==> src/rtl/msrv32_instr_packer.sv <==
// Packs an immediate plus register/function fields into an RV32I instruction word and streams it to instruction memory.
// Define MSRV32_PACK_CHECK_EN to drop requests whose immediate cannot be encoded and flag them on range_err_out.
module msrv32_instr_packer #(
    parameter int ADDR_WIDTH = 10
) (
    input  logic                  clk_in,
    input  logic                  rst_n_in,
    input  logic                  start_in,
    input  logic [ADDR_WIDTH-1:0] start_addr_in,
    input  logic                  valid_in,
    output logic                  ready_out,
    input  logic [2:0]            imm_type_in,
    input  logic [31:0]           imm_in,
    input  logic [6:0]            opcode_in,
    input  logic [4:0]            rd_in,
    input  logic [4:0]            rs1_in,
    input  logic [4:0]            rs2_in,
    input  logic [2:0]            funct3_in,
    input  logic [6:0]            funct7_in,
    output logic                  wr_en_out,
    output logic [ADDR_WIDTH-1:0] wr_addr_out,
    output logic [31:0]           wr_data_out,
    input  logic                  wr_ready_in,
    output logic [ADDR_WIDTH:0]   count_out,
    output logic                  range_err_out
);

    localparam int DEPTH = 2 ** ADDR_WIDTH;

    localparam logic [2:0] TYPE_R   = 3'b000;
    localparam logic [2:0] TYPE_S   = 3'b010;
    localparam logic [2:0] TYPE_B   = 3'b011;
    localparam logic [2:0] TYPE_U   = 3'b100;
    localparam logic [2:0] TYPE_J   = 3'b101;
    localparam logic [2:0] TYPE_CSR = 3'b110;

    logic [31:0]         packed_word;
    logic                imm_ok;
    logic                accept;
    logic                complete;
    logic                full;
    logic [ADDR_WIDTH+1:0] committed;

    always_comb begin
        packed_word = '0;
        case (imm_type_in)
            TYPE_R:   packed_word = {funct7_in, rs2_in, rs1_in, funct3_in, rd_in, opcode_in};
            TYPE_S:   packed_word = {imm_in[11:5], rs2_in, rs1_in, funct3_in, imm_in[4:0], opcode_in};
            TYPE_B:   packed_word = {imm_in[12], imm_in[10:5], rs2_in, rs1_in, funct3_in,
                                     imm_in[4:1], imm_in[11], opcode_in};
            TYPE_U:   packed_word = {imm_in[31:12], rd_in, opcode_in};
            TYPE_J:   packed_word = {imm_in[20], imm_in[10:1], imm_in[11], imm_in[19:12], rd_in, opcode_in};
            TYPE_CSR: packed_word = {funct7_in, rs2_in, imm_in[4:0], funct3_in, rd_in, opcode_in};
            default:  packed_word = {imm_in[11:0], rs1_in, funct3_in, rd_in, opcode_in};
        endcase
    end

`ifdef MSRV32_PACK_CHECK_EN
    always_comb begin
        imm_ok = 1'b1;
        case (imm_type_in)
            TYPE_R:   imm_ok = 1'b1;
            TYPE_B:   imm_ok = ((imm_in[31:12] == '0) || (imm_in[31:12] == '1)) && !imm_in[0];
            TYPE_U:   imm_ok = (imm_in[11:0] == '0);
            TYPE_J:   imm_ok = ((imm_in[31:20] == '0) || (imm_in[31:20] == '1)) && !imm_in[0];
            TYPE_CSR: imm_ok = (imm_in[31:5] == '0);
            default:  imm_ok = (imm_in[31:11] == '0) || (imm_in[31:11] == '1);
        endcase
    end
`else
    assign imm_ok = 1'b1;
`endif

    // Capacity counts the word still waiting in the output register, so no more than DEPTH words are ever issued.
    assign committed = {1'b0, count_out} + {{(ADDR_WIDTH+1){1'b0}}, wr_en_out};
    assign full      = (committed >= (ADDR_WIDTH+2)'(DEPTH));
    assign ready_out = !full && (!wr_en_out || wr_ready_in) && !start_in;
    assign accept    = valid_in && ready_out;
    assign complete  = wr_en_out && wr_ready_in;

    always_ff @(posedge clk_in or negedge rst_n_in) begin
        if (!rst_n_in) begin
            wr_en_out     <= 1'b0;
            wr_addr_out   <= '0;
            wr_data_out   <= '0;
            count_out     <= '0;
            range_err_out <= 1'b0;
        end else if (start_in) begin
            wr_en_out     <= 1'b0;
            wr_addr_out   <= start_addr_in;
            count_out     <= '0;
            range_err_out <= 1'b0;
        end else begin
            if (complete) begin
                wr_addr_out <= wr_addr_out + ADDR_WIDTH'(1);
                count_out   <= count_out + (ADDR_WIDTH+1)'(1);
            end
            if (accept && imm_ok) begin
                wr_data_out <= packed_word;
                wr_en_out   <= 1'b1;
            end else if (complete) begin
                wr_en_out   <= 1'b0;
            end
            if (accept && !imm_ok) begin
                range_err_out <= 1'b1;
            end
        end
    end

endmodule

==> config.mk <==
export PLATFORM = sky130hd
export DESIGN_NAME = msrv32_instr_packer
export DESIGN_NICKNAME = d
export VERILOG_FILES = /design/src/rtl/msrv32_instr_packer.sv
export SDC_FILE = /design/constraint.sdc
export NUM_CORES = 1
export LEC_CHECK = 0
export ABC_CLOCK_PERIOD_IN_PS = 2300
export CELL_PAD_IN_SITES_DETAIL_PLACEMENT = 1
export CELL_PAD_IN_SITES_GLOBAL_PLACEMENT = 2
export CORE_MARGIN = 4
export CORE_UTILIZATION = 23
export DETAILED_ROUTE_END_ITERATION = 7
export PLACE_DENSITY = 0.85
export SYNTH_ARGS = -nofsm -noshare
export SYNTH_HDL_FRONTEND = slang
export SYNTH_SLANG_ARGS = --single-unit
==> constraint.sdc <==
create_clock -name clk_in -period 2.3 [get_ports clk_in]
set_clock_uncertainty 0.2 [all_clocks]
set_input_delay 0.46 -clock clk_in [delete_from_list [all_inputs] [get_ports clk_in]]
set_output_delay 0.46 -clock clk_in [all_outputs]
set_load 0.03 [all_outputs]
# [After elaboration in Yosys (flattened, before gate mapping)]
# Cells that the tools add are included.
[classes] n_addsub=3 multipliers=0 div=0 order_cmp=1 eq_ne=5 n_shift=0 muxes=8 n_bitwise=1 n_reduce_logical=12
[op_table] op="one-hot mux 32 bit (6 select lines)" n=1
[op_table] op="2-to-1 mux 11 bit" n=2
[op_table] op="2-to-1 mux 10 bit" n=2
[op_table] op="adder 11 x 1 -> 12 bit" n=1
[op_table] op="greater-or-equal comparator 12 x 11 -> 1 bit, second input constant" n=1
[op_table] op="adder 11 x 1 -> 11 bit, second input constant" n=1
[op_table] op="adder 10 x 1 -> 10 bit, second input constant" n=1
[op_table] op="== test 3 bit, second input constant" n=3
[op_table] op="== test 3 x 2 -> 1 bit, second input constant" n=2
[op_table] op="logical AND 1 bit" n=4
[op_table] op="zero test 1 bit" n=3
[op_table] op="zero test 3 bit" n=1
[op_table] op="2-to-1 mux 1 bit" n=3
[op_table] op="nonzero test 3 bit" n=1
[op_table] op="AND reduction 2 bit" n=1
[op_table] op="nonzero test 2 bit" n=1
[op_table] op="logical OR 1 bit" n=1
[op_table] op="inverter 1 bit" n=1
[totals] ff_bits=54 latch_bits=0 ram_bits=0 romBits=0 inputBits=82 output_inout_bits=56 elab_cells=34 n_memories=0

# [Longest topological paths before layout]
[depth] ltp_word=8 ltp_mapped=7 mapped_depth_nobuf=6

# [Least setup slack after synthesis]
# OpenSTA, ideal clock, no wires.
[synth_timing] path_type="flip-flop to output port" startpoint="register wr_en_out" endpoint="output port ready_out" arrival_time_ps=2108 t_required_ps=1640 path_slack_ps=-468 stages_incl_launch_ff=6 path_buffers=0 cell_sequence="dfrtp_1 > ha_1 > ha_1 > nand2b_1 > nand2_1 > nor4_1"
[synth_between] elab_chain_cells=5 word_cells_on_any_way=7 cone_classes="1 x add/sub; 1 x order compare; 5 x reduce/logical"
[synth_lines] element="from (decl)" line_no="20" source="output logic wr_en_out,"
[synth_lines] element="from (signal assigned)" line_no="83" source="wr_en_out <= 1'b0;"
[synth_lines] element="from (signal assigned)" line_no="89" source="wr_en_out <= 1'b0;"
[synth_lines] element="from (signal assigned)" line_no="100" source="wr_en_out <= 1'b1;"
[synth_lines] element="adder 11 x 1 -> 12 bit" line_no="75" source="assign committed = {1'b0, count_out} + {{(ADDR_WIDTH+1){1'b0}}, wr_en_out};"
[synth_lines] element="greater-or-equal comparator 12 x 11 -> 1 bit" line_no="76" source="assign full = (committed >= (ADDR_WIDTH+2)'(DEPTH));"
[synth_lines] element="zero test 1 bit" line_no="77" source="assign ready_out = !full && (!wr_en_out || wr_ready_in) && !start_in;"
[synth_lines] element="logical AND 1 bit * (2 in series)" line_no="77"
[synth_lines] element="to (decl)" line_no="11" source="output logic ready_out,"
# Every way passes the cells marked *; elsewhere a longest branch is shown, timed or not.

# [Worst setup path after layout]
# Same ends and word-level chain as after synthesis.

==> flow_metrics.tcl <==
set metrics [dict create \
    synthAdderAreaFrac_pct 1.55 \
    drv_cap 0 \
    num_vias 2976 \
    io_pins 138 \
    hold_path.class "register to register" \
    clockBufferDepth 2 \
    synthesis.area_um2 3230 \
    path_clk_slew_ns 0.07 \
    synth_fp_nets 391 \
    drtAntennaViolNets 0 \
    die_area_um2 16000 \
    cp_max_fo 2 \
    relSlewSlack_pct 66.0 \
    peakVddDrop_uv 241 \
    die_x_um 126 \
    cts_root_buffer "clkbuf_16" \
    tightest_slew_ns 0.511 \
    fillCellCount 1537 \
    top_usage_layer "met2" \
    ys_ff_latch 54 \
    grtUsageTotal_pct 14.0 \
    rsz0062_at_grt "yes" \
    rows 43 \
    power_mw 3.14 \
    arrival_ns 1.65 \
    cts_buffers 5 \
    grt.met3_usage_pct 2.86 \
    dr.first_iter.drc_count 119 \
    report.final.slew_viol_count 0 \
    synth_top_family_by_area "multiplexers" \
    final_util_pct 37.9 \
    vias_per_cell 4.61 \
    max_freq_ghz 0.433 \
    seqCellArea_um2 1360 \
    fin_hold_ws_ns 0.295 \
    use_met1_pct 17.6 \
    drt-wirelength-per-cell_um 17.2 \
    post-route-period-util_pct 100 \
    drive_gt1_share_pct 22.6 \
    synth_mux_area_share_pct 21.1 \
    yosys.area_share.simple_pct 14.6 \
    grt_first_pass_wirelength_um 18000 \
    synth_xor_area_share_pct 4.34 \
    synth_largest_area_cell "dfrtp_1" \
    synthArstFlopShare_pct 100 \
    regToRegSetupSlack_ns 0.17 \
    cts_tree "built" \
    drc_errors 0 \
    finalNonFillerCells 645 \
    final_area_um2 5240 \
    yosysSeqAreaShare_pct 41.9 \
    die_h_um 126 \
    nNetsFinal 550 \
    synth.most_common_cell "dfrtp_1" \
    ys_warn_count 0 \
    synth_cells 305 \
    gr-total-overflow 0 \
    setup_viol 1 \
    place_congestion 0.834 \
    hold_viol_final 0 \
    min_period_ns 2.31 \
    dpl.hpwl_um 8610 \
    io_buffers 136 \
    cp-start-kind "register" \
    antenna_found_initial 0 \
    core_um2 13800 \
    synth_compound_area_share_pct 12.4 \
    totalWireLength_um 11100 \
    diodes 0 \
    clock-sinks 54 \
    ys_top_cells_by_area "dfrtp_1 (42%), mux2_4 (11%), mux2_2 (5.9%)" \
    syn2layout_area_growth_pct 62.5 \
    power.density_nw_per_um2 599 \
    grt_start_max_net_pins 35 \
    firstDrtPassIters 4 \
    synthTopCellsByCount "dfrtp_1 (54), mux2_4 (23), nand2_1 (22), mux2_2 (17), o22ai_1 (17)" \
    synth_cell_types 45 \
    post-place-cells 634 \
    multi_input_area_um2 1820 \
    use_met2_pct 24.1 \
    status "finished with violations" \
    setup_ws_ns -0.0110 \
    post-place-ws_ns -0.166 \
    start_util_pct 23.3 \
    grt_pass1_vias 3423 \
    worstSetupPathType "register to primary output" \
    required_ns 1.64 \
    fin_tns_setup_ns -0.0110 \
    syn_avg_cell_area_um2 10.6 \
    power_leakage_nw 2.09 \
    htree_levels 2 \
    cp-end-kind "primary output" \
    synth.top_cell.area_share_pct 41.9 \
    synthFlopType "dfrtp_1" \
    synth_edf_count 0 \
    placed_cell_area_um2 5010 \
    insertion_delay_ns 0.30 \
    violations "setup timing" \
]
==> per-layer routing <==
| layer | vias up | wire length (um) |
|---|---|---|
| met2 | 78 | 5540 |
| met3 | 11 | 521 |
| met4 | 0 | 148 |
| met1 | 1467 | 4880 |
| li1 | 1420 | - |
| met5 | - | 0 |
==> cells in the final DEF, fill, tap and decap left out, types with 7 or more instances in the layout <==
cell / synthesis / final
a21oi_1: 14 / 14
buf_4: 1 / 32
clkdlybuf4s50_1: 0 / 133
dfrtp_1: 54 / 49
inv_1: 7 / 7
mux2_2: 17 / 17
mux2_4: 23 / 23
mux2i_1: 11 / 11
nand2_1: 22 / 21
nor2_1: 14 / 14
o21ai_0: 16 / 16
o22ai_1: 17 / 17
xnor2_1: 10 / 10
==> report_power, final <==
part	total (mW)	internal (mW)	switching (mW)	leakage [nW]
sequential	1.18	1.09	0.0942	0.652
combinational	1.20	0.615	0.581	1.37
clock	0.766	0.405	0.361	0.0708
==> cell families after synthesis <==
| group | after synthesis |
|---|---|
| AO/OA/AOI/OAI | 65 |
| buffers and inverters | 27 |
| XOR/XNOR | 16 |
| AND/OR/NAND/NOR | 85 |
| flip-flops | 54 |
| adder cells (fa/ha/maj) | 4 |
| other | 1 |
| multiplexers | 53 |
==> flip-flops by register name, indices dropped and copies added, names as in the netlist <==
name,flops
wr_data_out,32
count_out,11
wr_addr_out,10
wr_en_out,1
==> critical path, stage by stage, from the launching register on <==
cell      delay (ns)
dfrtp_2         0.43
ha_4            0.17
ha_4            0.15
nand2b_1        0.10
a211oi_4        0.10
nor4_4          0.21
buf_6           0.18
==> area by class of cell <==
class,instances,share of cell area (%)
flip-flops and latches,54,25.9
well taps,180,4.29
inverters,7,0.501
clock inverters,2,0.262
multi-input cells,224,34.7
repair buffers,172,31.9
clock buffers,6,2.46
==> path summary, 6_finish.rpt <==
kind,start,endpoint,depth (start not counted)
max in group asynchronous,rst_n_in,wr_en_out$_DFFE_PN0P_,3
min reg2reg,wr_data_out[14]$_DFFE_PN0P_,wr_data_out[14]$_DFFE_PN0P_,1
max,wr_en_out$_DFFE_PN0P_,ready_out,6
min in group asynchronous,rst_n_in,wr_data_out[22]$_DFFE_PN0P_,2
min,wr_data_out[14]$_DFFE_PN0P_,wr_data_out[14]$_DFFE_PN0P_,1
max reg2reg,wr_en_out$_DFFE_PN0P_,wr_data_out[17]$_DFFE_PN0P_,7
==> repair_timing <==
action,4_1_cts,5_1_grt
endpoints found under the hold margin,20,0
setup endpoints to repair,1,1
pin swaps,5,1
resized for setup,12,3
buffers inserted,2,0
hold buffers,1,0
No activity file was read; power rests on OpenSTA's default activity.
